`src/rtl/jtag_shift_master.sv`:
```
// Command-driven JTAG host: walks the TAP through reset, IR/DR scans and idle clocks, returns TDO bits.
// Optional expect/mask compare of the captured bits is enabled with JTAG_SHIFT_MASTER_CHECK_EN.
module jtag_shift_master #(
    parameter int MAX_LEN = 32,
    parameter int TCK_DIV = 4,
    parameter int LEN_W   = $clog2(MAX_LEN + 1)
) (
    input  logic               clk,
    input  logic               rst,
    input  logic               cmd_valid,
    output logic               cmd_ready,
    input  logic [1:0]         cmd_type,
    input  logic [LEN_W-1:0]   cmd_len,
    input  logic [MAX_LEN-1:0] cmd_data,
`ifdef JTAG_SHIFT_MASTER_CHECK_EN
    input  logic [MAX_LEN-1:0] cmd_expect,
    input  logic [MAX_LEN-1:0] cmd_mask,
    output logic               rsp_mismatch,
`endif
    output logic               rsp_valid,
    input  logic               rsp_ready,
    output logic [MAX_LEN-1:0] rsp_data,
    output logic               busy,
    output logic               TCK,
    output logic               TMS,
    output logic               TDI,
    input  logic               TDO
);
    localparam int DIV_W = (TCK_DIV > 1) ? $clog2(TCK_DIV) : 1;
    localparam int BIT_W = (LEN_W > 3) ? LEN_W : 3;
    localparam logic [DIV_W-1:0] DIV_LAST = DIV_W'(TCK_DIV - 1);
    localparam logic [BIT_W-1:0] RST_LAST = BIT_W'(5);

    typedef enum logic [2:0] {IDLE, PRE_RST, NAV, SHIFT, EXIT, RTI, WAIT_CLK, RESP} state_t;

    state_t             r_state, w_state_nxt;
    logic [BIT_W-1:0]   r_bit, w_bit_nxt;
    logic [DIV_W-1:0]   r_div;
    logic               r_tck, r_tms, r_tdi, r_tap_known;
    logic [1:0]         r_type;
    logic [LEN_W-1:0]   r_len;
    logic [MAX_LEN-1:0] r_data, r_cap, r_rsp_data;

    logic               w_accept, w_active, w_fall, w_rise, w_step, w_from_idle;
    logic               w_tms_nxt, w_tdi_nxt;
    logic [1:0]         w_type;
    logic [LEN_W-1:0]   w_len_in;
    logic [BIT_W-1:0]   w_len_b, w_nav_last;
    logic [MAX_LEN-1:0] w_data;

    assign w_accept    = cmd_valid && cmd_ready;
    assign w_active    = (r_state != IDLE) && (r_state != RESP);
    assign w_fall      = r_tck && (r_div == DIV_LAST);
    assign w_rise      = !r_tck && (r_div == DIV_LAST) && w_active;
    assign w_step      = w_accept || w_fall;
    assign w_from_idle = (r_state == IDLE);
    assign w_len_in    = (cmd_len > LEN_W'(MAX_LEN)) ? LEN_W'(MAX_LEN) : cmd_len;
    // On the accept edge the command is not latched yet, so look at the inputs directly
    assign w_type      = w_from_idle ? cmd_type : r_type;
    assign w_len_b     = w_from_idle ? BIT_W'(w_len_in) : BIT_W'(r_len);
    assign w_data      = w_from_idle ? cmd_data : r_data;
    assign w_nav_last  = (w_type == 2'd1) ? BIT_W'(3) : BIT_W'(2);

    assign cmd_ready = (r_state == IDLE) && !rst;
    assign rsp_valid = (r_state == RESP);
    assign busy      = w_active;
    assign rsp_data  = r_rsp_data;
    assign TCK       = r_tck;
    assign TMS       = r_tms;
    assign TDI       = r_tdi;

    always_ff @(posedge clk) begin
        if (rst) begin
            r_state <= IDLE;
            r_bit   <= '0;
        end else begin
            r_state <= w_state_nxt;
            r_bit   <= w_bit_nxt;
        end
    end

    // Next TCK-cycle position, plus the TMS/TDI that go with it
    always_comb begin
        w_state_nxt = r_state;
        w_bit_nxt   = r_bit;
        w_tms_nxt   = 1'b0;
        w_tdi_nxt   = 1'b0;
        case (r_state)
            IDLE: if (w_accept) begin
                w_bit_nxt = '0;
                if (cmd_type == 2'd0 || (w_len_in != '0 && !r_tap_known)) w_state_nxt = PRE_RST;
                else if (w_len_in == '0)                                   w_state_nxt = RESP;
                else if (cmd_type == 2'd3)                                 w_state_nxt = WAIT_CLK;
                else                                                       w_state_nxt = NAV;
            end
            PRE_RST: if (w_fall) begin
                if (r_bit != RST_LAST) w_bit_nxt = r_bit + BIT_W'(1);
                else begin
                    w_bit_nxt = '0;
                    if (r_type == 2'd0)      w_state_nxt = RESP;
                    else if (r_type == 2'd3) w_state_nxt = WAIT_CLK;
                    else                     w_state_nxt = NAV;
                end
            end
            NAV: if (w_fall) begin
                if (r_bit != w_nav_last) w_bit_nxt = r_bit + BIT_W'(1);
                else begin
                    w_bit_nxt   = '0;
                    w_state_nxt = SHIFT;
                end
            end
            SHIFT: if (w_fall) begin
                if (r_bit != w_len_b - BIT_W'(1)) w_bit_nxt = r_bit + BIT_W'(1);
                else                              w_state_nxt = EXIT;
            end
            EXIT:     if (w_fall) w_state_nxt = RTI;
            RTI:      if (w_fall) w_state_nxt = RESP;
            WAIT_CLK: if (w_fall) begin
                if (r_bit != w_len_b - BIT_W'(1)) w_bit_nxt = r_bit + BIT_W'(1);
                else                              w_state_nxt = RESP;
            end
            RESP:     if (rsp_ready) w_state_nxt = IDLE;
            default:  w_state_nxt = IDLE;
        endcase
        case (w_state_nxt)
            PRE_RST: w_tms_nxt = (w_bit_nxt != RST_LAST);
            NAV:     w_tms_nxt = (w_type == 2'd1) ? (w_bit_nxt < BIT_W'(2)) : (w_bit_nxt == '0);
            SHIFT: begin
                w_tms_nxt = (w_bit_nxt == w_len_b - BIT_W'(1));
                w_tdi_nxt = |(w_data & (MAX_LEN'(1) << w_bit_nxt));
            end
            EXIT:    w_tms_nxt = 1'b1;
            default: w_tms_nxt = 1'b0;
        endcase
    end

`ifdef JTAG_SHIFT_MASTER_CHECK_EN
    logic [MAX_LEN-1:0] r_expect, r_mask, w_lenmask;
    logic               r_mismatch;
    assign w_lenmask    = (r_len >= LEN_W'(MAX_LEN)) ? '1 : ((MAX_LEN'(1) << r_len) - MAX_LEN'(1));
    assign rsp_mismatch = r_mismatch;

    always_ff @(posedge clk) begin
        if (rst) begin
            r_expect   <= '0;
            r_mask     <= '0;
            r_mismatch <= 1'b0;
        end else begin
            if (w_accept) begin
                r_expect <= cmd_expect;
                r_mask   <= cmd_mask;
            end
            if (w_state_nxt == RESP && r_state != RESP)
                r_mismatch <= w_from_idle ? 1'b0 : |((r_cap ^ r_expect) & r_mask & w_lenmask);
        end
    end
`endif

    always_ff @(posedge clk) begin
        if (rst) begin
            r_tck       <= 1'b0;
            r_tms       <= 1'b1;
            r_tdi       <= 1'b0;
            r_div       <= '0;
            r_tap_known <= 1'b0;
            r_type      <= '0;
            r_len       <= '0;
            r_data      <= '0;
            r_cap       <= '0;
            r_rsp_data  <= '0;
        end else begin
            if (w_accept) begin
                r_type <= cmd_type;
                r_len  <= w_len_in;
                r_data <= cmd_data;
                r_cap  <= '0;
            end
            if (w_step) begin
                r_tck <= 1'b0;
                r_div <= '0;
                r_tms <= w_tms_nxt;
                r_tdi <= w_tdi_nxt;
            end else if (w_rise) begin
                r_tck <= 1'b1;
                r_div <= '0;
                if (r_state == SHIFT) r_cap <= r_cap | (MAX_LEN'(TDO) << r_bit);
            end else if (w_active) begin
                r_div <= r_div + DIV_W'(1);
            end
            if (w_fall && r_state == PRE_RST && r_bit == RST_LAST) r_tap_known <= 1'b1;
            if (w_state_nxt == RESP && r_state != RESP) r_rsp_data <= w_from_idle ? '0 : r_cap;
        end
    end
endmodule

```
`config.mk`:
```
export PLATFORM = sky130hd
export DESIGN_NAME = jtag_shift_master
export DESIGN_NICKNAME = d
export VERILOG_FILES = /design/src/rtl/jtag_shift_master.sv
export SDC_FILE = /design/constraint.sdc
export NUM_CORES = 1
export LEC_CHECK = 0
export BUFFER_PORTS_ARGS = -buffer_cell sky130_fd_sc_hd__buf_2
export CORE_ASPECT_RATIO = 1.5
export CORE_UTILIZATION = 60
export CTS_BUF_LIST = sky130_fd_sc_hd__clkbuf_8
export DETAILED_ROUTE_END_ITERATION = 12
export PLACE_DENSITY = 0.81
export SLEW_MARGIN = 15
export SYNTH_ARGS = -nofsm -noshare
export SYNTH_HDL_FRONTEND = slang
export SYNTH_SLANG_ARGS = --single-unit
export TNS_END_PERCENT = 1
```
`constraint.sdc`:
```
create_clock -name clk -period 6.9 [get_ports clk]
set_input_delay 1.035 -clock clk [delete_from_list [all_inputs] [get_ports clk]]
set_output_delay 1.035 -clock clk [all_outputs]
set_load 0.03 [all_outputs]
```
-- Word-level counts from Yosys, hierarchy flattened
Index checks and enable logic that the tools add are counted.
- $add $sub $neg: 3
- magnitude comparators: 2
- equal/unequal tests: 23
- shift operators: 2
- mux-type cells: 39
- bitwise operators: 2
- reductions and logical operators: 26
- operator list (kind ; number):
    32-bit two-way mux ; 6
    6-bit two-way mux ; 9
    3-bit two-way mux ; 17
    32-bit AND ; 1
    32-bit bitwise OR ; 1
    32-bit OR reduction ; 1
    1-bit by 6-bit left shift with 32-bit output ; 1
    1-bit by 6-bit left shift with 32-bit output, first input constant ; 1
    3-bit case mux with 8 select lines ; 1
    6-bit case mux with 4 select lines ; 1
    3-bit equality test, second input constant ; 6
    3-bit by 2-bit equality test with 1-bit output, second input constant ; 4
    6-bit zero test ; 2
    6-bit by 3-bit != test with 1-bit output, second input constant ; 2
    1-bit logical AND ; 10
    6-bit by 1-bit adder with 6-bit output, second input constant ; 1
    2-bit equality test, second input constant ; 3
    3-bit by 1-bit equality test with 1-bit output, second input constant ; 2
    6-bit by 3-bit equality test with 1-bit output, second input constant ; 1
    6-bit equality test ; 1
    6-bit greater-than comparator, second input constant ; 1
    6-bit by 2-bit less-than comparator with 1-bit output, second input constant ; 1
    6-bit by 2-bit != test with 1-bit output ; 1
    6-bit != test ; 1
    other kinds (15) ; 22
- bits in registers: 119
- input port bits: 45
- output and inout bits: 38
- word-level logic and storage cells: 109

-- Depth between registers and ports, before layout
- depth in word-level cells: 12
- depth in mapped cells: 22
- mapped depth without buffers: 15

-- Least setup slack after synthesis
Ideal clock, no wire load.
- kind: reg2reg
- start: reg r_state[0]
- end: reg r_tdi, in the netlist TDI
- setup time: 69 ps
- arrival time: 4760 ps
- required time: 6831 ps
- setup slack: 2071 ps
- cell stages (with the launch flop): 22
- clock period less this slack: 4829 ps
- cells stage by stage: dfxtp_1 buf_6 or3_1 buf_6 clkbuf_1 clkbuf_1 clkbuf_1 buf_1 a21oi_1 ha_1 xnor2_1 a221oi_1 nand2_1 or4b_1 buf_2 mux2_4 a221oi_4 inv_2 or3_1 nor4_1 a31oi_1 o21ai_1
- word-level cells in the longest chain between the ends: 12
- ends and longest elaborated chain (item ; RTL line ; source):
    start, declared ; 36 ; state_t r_state, w_state_nxt;
    start signal, assigned ; 77 ; r_state <= w_state_nxt;
    branches (longest 12 deep; another with 6-bit by 1-bit subtractor with 6-bit output) ; - ;
    end signal, assigned ; 182 ; r_tdi <= w_tdi_nxt;
    end, declared ; 39 ; logic r_tck, r_tms, r_tdi, r_tap_known;
Several ways; the timed one is not identified.
A chain may end at the register's enable or synchronous reset.

-- Worst setup path after layout
- start: reg r_state[2]
- end: reg r_rsp_data[6], in the netlist rsp_data[6]
- word-level cells in the longest chain between the ends: 10
- ends and longest elaborated chain (item ; RTL line ; source):
    branches (longest 10 deep; another with 6-bit by 1-bit subtractor with 6-bit output) ; - ;
    end signal, assigned ; 191 ; if (w_state_nxt == RESP && r_state != RESP) r_rsp_data <= w_from_idle ? '0 : r_cap;
    end, declared ; 42 ; logic [MAX_LEN-1:0] r_data, r_cap, r_rsp_data;
Several ways; the timed one is not identified.

==> impl_metrics.ini <==
[floorplanning]
dieArea_um2 = 11100
dieHeight_um = 129
io_pins = 83
row_count = 45
coreArea_um2 = 10200
fp.dieW_um = 86.4
start_util = 0.625

[clocking]
path_clk_slew_ps = 70
cts_root_buffer = clkbuf_8
cts_hold_buf = 0
cts-htree-levels = 4
post_cts_buffers = 0
clock_sinks = 119
cts_tree = yes
clk_latency_ps = 440
post_cts_resized = 0
numCtsBuffers = 17
clk_path_buf_depth = 2

[timing]
timing.final.ws_setup_ps = 1560
worst_hold_slack_ps = 449
tightest_slew_ps = 951
finalCriticalPeriod_ps = 5340
grt_setup_unrepaired = no
skew_ps = 12.1
setup_violations = 0
hold_viol = 0
slew_violations = 0
slew_headroom = 0.360
fin_tns_setup_ps = 0
timing.fmax_ghz = 0.187
final.period_utilization = 0.774

[yosys]
post_synth_inst_count = 832
synthFlopType = dfxtp_1
synth-seq-area-share = 0.372
netlist_area_um2 = 6400
synth_edf_count = 0
avgSynthCellArea_um2 = 7.70
yosys_warnings = 0
synth-seq-cells = 119
synthArstFlopShare = 0
synth.distinct_cells = 71
synthesis.nets = 882

[routing]
vias = 6333
drt_iter0_drc = 453
dr.pass1.iters = 6
ant_nets = 0
drc = 0
via_per_inst = 6.19
avgRoutedWirePerCell_um = 17.4
routed_wl_um = 17800

[power]
power.share.clock = 0.408
p_sw_mw = 0.490
power.share.sequential = 0.439
intPower_mw = 1.18
peakVddDrop_v = 0.000219
p_per_area_nw_per_um2 = 232
leakagePower_nw = 2.95
combinationalPowerShare = 0.152
swShare = 0.294

[placed_design]
place_congestion = 0.914
dpl_cell_area_um2 = 6760
port_buffers = 82
post-dp-hpwl_um = 12000
pre_cts_ws_ps = 1310

[worst_setup_path]
arrival_ps = 5700
startpoint_type = flip-flop
worst-endpoint-required_ps = 7260
cp_cell_sequence = nor3_4 -> buf_4 -> mux2i_1 -> ha_1 -> xnor2_1 -> a221oi_1 -> nand2_1 -> or4b_1 -> o31ai_1 -> and3_2 -> nand3_1 -> a21oi_1
critPathKind = reg -> reg
slowest_stage = o31ai_1
cpPeakStageDelay_ps = 870
worstPathMaxFanout = 39
endpoint_kind = flip-flop

[layout]
final_nets = 919
area_delta_synth_final_pct = 12.3
diodes = 0
stdcell_area_um2 = 7190
drive_gt1_frac = 0.162
final_core_util = 0.702
nFillCells = 893

[global_routing]
grt_antenna_before_repair = 0
grt_pass1_vias = 6095
grt_pass1_wl_um = 29400
track_usage = 0.337
grt_max_degree = 85
grt_overflow = 0

[job]
max_cap_viol_count = 0

[worst_hold_path]
min_path_type = reg -> reg

[outcome]
outcome = finished clean
-- state kept, by name, indices dropped and copies added, names as in the netlist, 2 cells and up --
signal and flops:
r_cap 32, r_data 32, rsp_data 32, r_bit 6
r_len 6, r_state 3, r_div 2, r_type 2
-- layout by cell type, fill, tap and decap left out, types with 8 or more instances in the layout --
master / Yosys / layout
a31oi_1: 11 / 11
buf_4: 1 / 8
nand3b_1: 37 / 37
nand3_1: 41 / 41
nand2_1: 164 / 163
mux2i_1: 16 / 16
clkbuf_8: 0 / 18
nor2_1: 73 / 72
o21ai_0: 18 / 18
dfxtp_1: 119 / 119
nand2b_1: 12 / 12
nor3_1: 22 / 22
xnor2_1: 16 / 16
a21oi_1: 66 / 66
a22oi_1: 33 / 33
nor2b_1: 13 / 13
buf_2: 7 / 81
-- Yosys cell counts, drive strengths merged (6+ instances only) --
cell type / instances / area [um2]
and2: 7 / 43.8
mux2: 6 / 75.1
nand2b: 12 / 75.1
nand4: 6 / 37.5
nand3b: 37 / 278
a31oi: 11 / 68.8
nand2: 165 / 622
o21ai: 22 / 110
clkbuf: 55 / 206
nor2b: 13 / 81.3
nor2: 73 / 274
dfxtp: 119 / 2380
nor4: 6 / 37.5
mux2i: 16 / 160
xnor2: 16 / 140
inv: 7 / 26.3
nand3: 41 / 205
a22oi: 33 / 248
nor3: 24 / 130
a21oi: 66 / 330
and3: 8 / 50.1
buf: 16 / 87.6
-- layer usage --
layer | part of all wire | up-vias | GRT usage | wire length, um
met4 | 0.052 | 0 | 0.197 | 927
met2 | 0.52 | 263 | 0.597 | 9200
met5 | 0 | - | 0 | 0
met1 | 0.38 | 2992 | 0.372 | 6790
li1 | - | 3003 | - | -
met3 | 0.051 | 75 | 0.0629 | 909
-- path summary, 6_finish.rpt --
check | start | end | slack, ps | cells after the start
worst max-delay path | r_state[2]$_SDFF_PP0_ | rsp_data[6]$_SDFFE_PP0P_ | 1560 | 12
worst max register to register | r_state[2]$_SDFF_PP0_ | rsp_data[6]$_SDFFE_PP0P_ | 1560 | 12
worst min-delay path | rsp_data[13]$_SDFFE_PP0P_ | rsp_data[13]$_SDFFE_PP0P_ | 450 | 2
worst min register to register | rsp_data[13]$_SDFFE_PP0P_ | rsp_data[13]$_SDFFE_PP0P_ | 450 | 2
-- final cells by class --
class                   instances  area, um2  area share
multi-input cells             635       3710       0.517
flip-flops and latches        119       2380       0.331
repair buffers                 89        465      0.0647
clock buffers                  18        248      0.0345
clock inverters                14        176      0.0245
well taps                     141        176      0.0245
inverters                       7       26.3     0.00365
-- power groups by stage --
stage / logic, mW / clock network [mW] / registers (mW)
6_report: 0.254 / 0.680 / 0.732
5_1_grt: 0.276 / 0.716 / 0.735
4_1_cts: 0.251 / 0.684 / 0.731
3_5_place_dp: 0.249 / 0 / 0.747
3_3_place_gp: 0.243 / 0 / 0.745
2_1_floorplan: 0.195 / 0 / 0.735
-- logic make-up after synthesis --
kind of cell / count (synthesis) / synth area share
XOR/XNOR: 21 / 0.0330
AND/OR/NAND/NOR: 408 / 0.309
adder cells (fa/ha/maj): 5 / 0.00977
multiplexers: 24 / 0.0438
flip-flops: 119 / 0.372
AO/OA/AOI/OAI: 177 / 0.183
buffers and inverters: 78 / 0.0500
-- stage by stage --
step	total power, mW	instances
floorplan	0.930	832
global placement	0.988	991
detailed placement	0.996	991
CTS	1.67	1023
global route	1.73	1023
finish	1.67	1023
-- critical path: cells and delay by family, from the launching register on --
family	cells	cell delay (ps)
AO/OA/AOI/OAI	3	1290
flip-flops	1	550
XOR/XNOR	1	140
adder cells (fa/ha/maj)	1	340
AND/OR/NAND/NOR	5	2050
buffers and inverters	1	470
multiplexers	1	420
Note: power is estimated with default switching activity, not from simulation.
